**src/rtl/sr_bank_arbiter.sv**
```systemverilog
// Round-robin arbiter sequencing set/reset commands onto a bank of SR status bits.
// Optional illegal-command counter enabled by defining SR_BANK_ERRCNT_EN.
//
// state  | meaning
// IDLE   | no candidate at the last edge, nothing granted
// GRANT  | a command was granted and applied at the last edge
// PRESET | bank was preset to all ones at the last edge
module sr_bank_arbiter #(
   parameter int NREQ  = 4,
   parameter int NBITS = 8,
   parameter int AW    = 3
) (
   input  logic               CLK,
   input  logic               CLR,
   input  logic               PR,
   input  logic [NREQ-1:0]    req,
   input  logic [NREQ-1:0]    S,
   input  logic [NREQ-1:0]    R,
   input  logic [NREQ*AW-1:0] addr,
   output logic [NREQ-1:0]    gnt,
   output logic [NBITS-1:0]   Q,
   output logic               busy,
   output logic               illegal
`ifdef SR_BANK_ERRCNT_EN
   ,
   output logic [7:0]         err_cnt
`endif
);

   localparam int PW = (NREQ > 1) ? $clog2(NREQ) : 1;

   typedef enum logic [1:0] {IDLE, GRANT, PRESET} state_t;

   state_t            state, state_nxt;
   logic [PW-1:0]     ptr, ptr_nxt;
   logic [NREQ-1:0]   gnt_q, gnt_nxt;
   logic [NREQ-1:0]   cand;
   logic [NBITS-1:0]  q_nxt;
   logic              busy_nxt, illegal_nxt;
   logic              hi_found, lo_found;
   logic [PW-1:0]     hi_w, lo_w, win;
   logic [AW-1:0]     addr_w;
   logic              s_w, r_w;

   assign gnt = (state == GRANT) ? gnt_q : '0;

   always_comb begin
      cand     = req & ~gnt;
      hi_found = 1'b0;
      lo_found = 1'b0;
      hi_w     = '0;
      lo_w     = '0;
      // descending scan leaves the lowest index at/above ptr and the lowest below it
      for (int i = NREQ - 1; i >= 0; i--) begin
         if (cand[i]) begin
            if (i >= int'(ptr)) begin
               hi_found = 1'b1;
               hi_w     = PW'(i);
            end else begin
               lo_found = 1'b1;
               lo_w     = PW'(i);
            end
         end
      end
      win = hi_found ? hi_w : lo_w;

      addr_w = '0;
      s_w    = 1'b0;
      r_w    = 1'b0;
      for (int i = 0; i < NREQ; i++) begin
         if (PW'(i) == win) begin
            addr_w = addr[i*AW +: AW];
            s_w    = S[i];
            r_w    = R[i];
         end
      end
   end

   always_comb begin
      state_nxt   = IDLE;
      gnt_nxt     = '0;
      q_nxt       = Q;
      ptr_nxt     = ptr;
      illegal_nxt = 1'b0;
      busy_nxt    = |cand;
      if (CLR) begin
         q_nxt    = '0;
         ptr_nxt  = '0;
         busy_nxt = 1'b0;
      end else if (PR) begin
         state_nxt = PRESET;
         q_nxt     = '1;
      end else if (hi_found || lo_found) begin
         state_nxt    = GRANT;
         gnt_nxt[win] = 1'b1;
         ptr_nxt      = (win == PW'(NREQ - 1)) ? '0 : win + PW'(1);
         // out-of-range targets still consume the grant but touch nothing
         if (int'(addr_w) < NBITS) begin
            if (s_w && r_w)
               illegal_nxt = 1'b1;
            else if (s_w)
               q_nxt[addr_w] = 1'b1;
            else if (r_w)
               q_nxt[addr_w] = 1'b0;
         end
      end
   end

   always_ff @(posedge CLK) begin
      if (CLR) begin
         state   <= IDLE;
         gnt_q   <= '0;
         Q       <= '0;
         ptr     <= '0;
         busy    <= 1'b0;
         illegal <= 1'b0;
      end else begin
         state   <= state_nxt;
         gnt_q   <= gnt_nxt;
         Q       <= q_nxt;
         ptr     <= ptr_nxt;
         busy    <= busy_nxt;
         illegal <= illegal_nxt;
      end
   end

`ifdef SR_BANK_ERRCNT_EN
   always_ff @(posedge CLK) begin
      if (CLR)
         err_cnt <= '0;
      else if (illegal_nxt && err_cnt != 8'hFF)
         err_cnt <= err_cnt + 8'd1;
   end
`endif

endmodule

```
**config.mk**
```make
export PLATFORM = sky130hd
export DESIGN_NAME = sr_bank_arbiter
export DESIGN_NICKNAME = d
export VERILOG_FILES = /design/src/rtl/sr_bank_arbiter.sv
export SDC_FILE = /design/constraint.sdc
export NUM_CORES = 1
export LEC_CHECK = 0
export CAP_MARGIN = 0
export CORE_MARGIN = 8
export CORE_UTILIZATION = 48
export CTS_BUF_LIST = sky130_fd_sc_hd__clkbuf_2
export DETAILED_ROUTE_END_ITERATION = 7
export PLACE_DENSITY = 0.92
export SLEW_MARGIN = 10
export SYNTH_ARGS = -nofsm -noshare
export SYNTH_HDL_FRONTEND = slang
export SYNTH_SLANG_ARGS = --single-unit
```
**constraint.sdc**
```tcl
create_clock -name CLK -period 6.57 [get_ports CLK]
set_input_delay 1.314 -clock CLK [delete_from_list [all_inputs] [get_ports CLK]]
set_output_delay 1.314 -clock CLK [all_outputs]
set_load 0.02 [all_outputs]
```
* After elaboration in Yosys (flattened, before gate mapping)
Cells that the tools add are included. Widths: inputs -> output; s select.
Cells by class: equal/unequal tests 6, reduce and logical (&&, ||, !) cells 12, multiplexer cells 53, $lt $le $gt $ge 7, add/sub/neg operators 1, bitwise gates (word level) 7
Operators with widths (number):
- $mux 8 | 5
- $mux 2 | 16
- $mux 1 | 25
- $mux 3 | 4
- $and 8x8->8 | 1
- $not 8->8 | 1
- $or 8x8->8 | 1
- $and 4x4->4 | 1
- $eq 2x2->1 const A | 2
- $ge 1x2->1 const A | 2
- $lt 3x4->1 const B | 1
- $mux 4 | 1
- $not 4->4 | 1
- $reduce_or 4->1 | 1
- $demux 1 s3 | 1
- $ge 3x1->1 const B | 1
- $logic_and 1x1->1 | 3
- $lt 2x3->1 const B | 1
- $reduce_and 3->1 | 1
- $reduce_bool 3->1 | 1
- $reduce_or 3->1 | 1
- $add 2x1->2 const B | 1
- $demux 1 s2 | 1
- $eq 1x2->1 const A | 1
- 11 further kinds | 12
Storage, ports and cells: register bits after elaboration 18, output and inout bits 14

* Longest topological paths before layout
word-level depth 28, gate-level depth with buffers 13

* Worst setup path after synthesis
OpenSTA, ideal clock, no wires.
kind in2reg, start point input req[2], end point register Q[7], required time 6.511 ns, library setup time 0.059 ns, cell stages on the path 11, arrival time 3.411 ns, setup slack 3.100 ns, path through nand2_1 > o22ai_1 > a211oi_1 > inv_1 > ha_1 > or2_1 > a221oi_2 > o21a_2 > o211ai_2 > o22ai_2 > o31a_1
Between the ends: cells in the longest elaborated chain, start to end 23, elaborated cells between the ends (all ways) 57
Ends and longest elaborated chain:
- start: declaration | line 16 | input logic [NREQ-1:0] req,
- $and 4x4->4 * | line 48 | cand = req & ~gnt;
- $mux 2 or $mux 1 (tied branches) | line 55 | if (cand[i]) begin
- $mux 2 or $mux 1 (tied branches) | line 56 | if (i >= int'(ptr)) begin
- $mux 2 or $mux 1 (tied branches) | line 55
- $mux 2 or $mux 1 (tied branches) | line 56
- $mux 2 or $mux 1 (tied branches) | line 55
- $mux 2 | line 65 | win = hi_found ? hi_w : lo_w;
- $logic_not 2->1 | line 71 | if (PW'(i) == win) begin
- [... 7 more ...]
- $demux 1 s3 | line 102, 104
- $not 8->8 (no source line)
- $and 8x8->8 (no source line)
- $mux 8 | line 103 | else if (r_w)
- $mux 8 | line 101 | else if (s_w)
- $mux 8 | line 99 | if (s_w && r_w)
- $mux 8 | line 93 | end else if (hi_found || lo_found) begin
- $mux 8 | line 90 | end else if (PR) begin
- end signal: assignment | line 120 | Q <= q_nxt;
- end: declaration | line 21 | output logic [NBITS-1:0] Q,
Every way passes the cells marked *; elsewhere a longest branch is shown, timed or not. The select of a mux whose other input is x is not followed. A chain may end at the register's enable or synchronous reset.

* Worst setup path after layout
start point input req[0], end point register Q[0]
Between the ends: cells in the longest elaborated chain, start to end 19, elaborated cells between the ends (all ways) 41
Ends and longest elaborated chain (line):
- $and 4x4->4 * | 48
- $mux 2 or $mux 1 (tied branches) | 55
- $mux 2 | 65
- $logic_not 2->1 | 71
- $mux 3 (4 in a row) | 71
- $lt 3x4->1 (not written as such) or $ge 3x1->1 (tied branches) | 102, 104
- $logic_and 1x1->1 (not written as such) | 102, 104
- $mux 1 (not written as such) | 102, 104
- $demux 1 s3 | 102, 104
- $not 8->8 (no source line)
- $and 8x8->8 (no source line)
- $mux 8 | 103
- $mux 8 | 101
- $mux 8 | 99
- $mux 8 | 93
- $mux 8 | 90
Marks and branches as above.

==> out/qor.csv <==
stage,metric,value,unit
status,status,finished clean,
power,swShare,37.0,%
cts,ctsResizeCount,0,
cts,cts_tree,done,
sta,finalCriticalPeriod,4040,ps
drt,drcViolationCount,0,
yosys,netlist_area,1080,µm²
yosys,avgSynthCellArea,8.92,µm²
global_route,grt_pass1_vias,1084,
floorplanning,rows,17,
critical_path,cpMostUsedCell,or2_1,
sta,fin_tns_setup,0,ps
sta,clock.fmax,247,MHz
sta,hold_violations,0,
floorplanning,die_w,63.4,µm
drt,drtIter0Drc,55,
sta,tightest_slew,543,ps
critical_path,cp.required,6770,ps
run,max_cap_viol_count,0,
cts,postCtsSetupRepairBufs,0,
critical_path,reg2reg_depth,13,
yosys,synthCells,121,
place,hpwlAfterDp,2.44,mm
finish,fin_util,70.3,%
drt,routed-via-count,1101,
yosys,syn-num-nets,152,
power,p_switching,0.124,mW
cts,htreeDepth,1,
place,dpl-instance-area,1510,µm²
cts,numCtsBuffers,3,
critical_path,end_kind,register,
critical_path,cp_slowest_stage_delay,480,ps
floorplanning,io_pins,41,
critical_path,crit_chain,clkdlybuf4s50_1 > nand2b_4 > or2_1 > a21oi_1 > a211oi_1 > inv_1 > ha_1 > or2_1 > a221oi_2 > nor3_2 > o211ai_2 > o22ai_1 > o21a_1,
cts,cts_root_buf,clkbuf_2,
floorplanning,die_area,4020,µm²
critical_path,arrival,4240,ps
place,globalplace.congestion,0.760,
cts,cts_hold_buffers,0,
hold_path,min_path_type,reg2reg,
global_route,grt_overflow_total,0,
power,combPwrFrac,48.5,%
yosys,synth.distinct_cells,40,
finish,syn2layout_area_growth,41.3,%
power,leakagePower,0.617,nW
sta,maxSlewHeadroom,63.6,%
floorplanning,initial_core_util,49.8,%
sta,rsz0062_at_grt,false,
global_route,grt_pass1_wl,4.78,mm
global_route,grt_max_degree,13,
drt,firstDrtPassIters,5,
critical_path,critPathTopFamily,compound AO/OA/AOI/OAI gates,
yosys,ys_seq_area_share,33.4,%
cts,cts_sinks,18,
cts,cts.path.max_buffers,2,
power,p_clk_share,13.4,%
power,power.density,220,nW/µm²
floorplanning,die_y,63.4,µm
drt,wl_per_cell,15.5,µm
power,sequentialPowerShare,38.0,%
sta,fin_worst_skew,3.16,ps
yosys,ys_ff_latch,18,
critical_path,cp_max_fo,6,
sta,slew_violations,0,
critical_path,critPathBufInv,2,
critical_path,cp-start-kind,primary input,
cts,clk_latency,280,ps
drt,drt_wl_total,2.97,mm
critical_path,path_class,in2reg,
yosys,synth_warnings,0,
sta,fin_crit_sh,61.5,%
drt,vias_per_cell,5.76,
power,vdd_drop_max,0.125,mV
finish,drive_gt1_share,11.0,%
global_route,gr-usage-all-layers,13.8,%
global_route,antenna_found_initial,0,
finish,diodes,0,
finish,stdcell_area,1530,µm²
place,io_buffers,40,
critical_path,cpMaxStageDelayCell,a211oi_1,
power,p_int,0.212,mW
critical_path,cp.depth,13,
floorplanning,coreArea,2170,µm²
finish,fin_nets,195,
hold_path,holdPathStages,2,
sta,setup_viol,0,
drt,postRouteAntennaNets,0,
cts,clkTransAtPathRegs,170,ps
## final timing paths
check	to	from	slack [ps]
worst max-delay path	Q[0]$_SDFFE_PP0P_	req[0]	2530
worst min-delay path	ptr[0]$_SDFFE_PP0P_	ptr[0]$_SDFFE_PP0P_	550
worst min register to register	ptr[0]$_SDFFE_PP0P_	ptr[0]$_SDFFE_PP0P_	550
worst max register to register	Q[0]$_SDFFE_PP0P_	state[0]$_SDFF_PP0_	3360
## synthesized netlist by cell type, drive strengths merged
library cell,instances,area share [%]
a31oi,2,1.7
a221o,1,0.93
ha,4,4.6
nand2,5,1.7
nand3,4,1.9
buf,1,0.46
a21oi,3,1.4
a221oi,4,4.4
or2b,1,1.0
o221a,1,1.0
and2,3,1.7
and3,5,2.9
inv,9,3.1
nand3b,4,2.8
o22a,1,0.81
o221ai,1,1.4
a22oi,1,0.70
o211ai,2,2.3
o21ai,1,0.46
o31a,3,2.4
o21a,5,3.6
and3b,1,0.81
dfxtp,18,33
nor2b,1,0.58
nor3,1,0.93
o22ai,11,7.0
nand2b,3,2.4
nor2,12,4.2
a211oi,5,3.9
or2,5,3.4
nor3b,1,0.70
clkbuf,1,0.35
mux2i,1,0.93
## layout by cell type, fill, tap and decap left out, types with 2 or more instances in the layout
cell type,instances
a211oi_1,4
a21oi_1,3
a221oi_1,2
a221oi_2,2
and2_1,3
and3_1,5
clkbuf_2,3
clkdlybuf4s50_1,40
dfxtp_1,18
ha_1,4
inv_1,9
nand2_1,5
nand2b_1,2
nand3_1,4
nand3b_1,4
nor2_1,12
o211ai_2,2
o21a_1,4
o22ai_1,10
o31a_1,3
or2_1,3
or2_4,2
## stage by stage
step / hold slack, ps / power (mW) / instances / worst slack, ps
after floorplan: 499 / 0.237 / 121 / 3100
after global placement: 516 / 0.286 / 187 / 2410
after detailed placement: 526 / 0.291 / 187 / 2230
after CTS: 546 / 0.336 / 191 / 2530
after global routing: 586 / 0.354 / 191 / 2320
final: 546 / 0.336 / 191 / 2530
## cell families (layout without fill, tap and decap cells)
| group | count (synthesis) | after routing | synth area share [%] |
|---|---|---|---|
| and+or+nand+nor | 46 | 46 | 25.0 |
| AOI/OAI and AO/OA | 41 | 41 | 32.1 |
| DFF | 18 | 18 | 33.4 |
| muxes | 1 | 1 | 0.927 |
| buffers and inverters | 11 | 53 | 3.94 |
| adders and majority gates | 4 | 4 | 4.64 |
## layout make-up
cell class	instances	area, µm²
clock buffers	3	15.0
clock inverters	1	3.75
fillers	168	644
inverters	9	33.8
multi-input cells	92	677
flip-flops and latches	18	360
well taps	28	35.0
repair buffers	40	400
## worst register-to-register path, stage by stage, from the launching register on
cell	delay, ps
dfxtp_1	400
and3b_1	200
nand2b_4	160
or2_1	130
a21oi_1	60
a211oi_1	480
inv_1	140
ha_1	290
or2_1	300
a221oi_2	300
nor3_2	130
o211ai_2	280
o22ai_1	140
o21a_1	130
## per-layer routing
layer | share of wire, % | global-route usage (%)
met3 | 8.7 | 4.42
met5 | 0 | 0
met2 | 49 | 25.9
met1 | 41 | 13.7
met4 | 0.91 | 4.74
## power by group through the flow
stage,Combinational (mW),Sequential (mW),Clock [mW]
after floorplan,0.0967,0.140,0
after global placement,0.156,0.130,0
after detailed placement,0.161,0.130,0
after CTS,0.162,0.128,0.0462
after global routing,0.176,0.129,0.0497
final,0.163,0.128,0.0451
## sequential cells by signal, summed over array words and instances (netlist names)
register	cells
state	2
illegal	1
gnt_q	4
Q	8
busy	1
ptr	2
No activity file was read; power rests on OpenSTA's default activity.
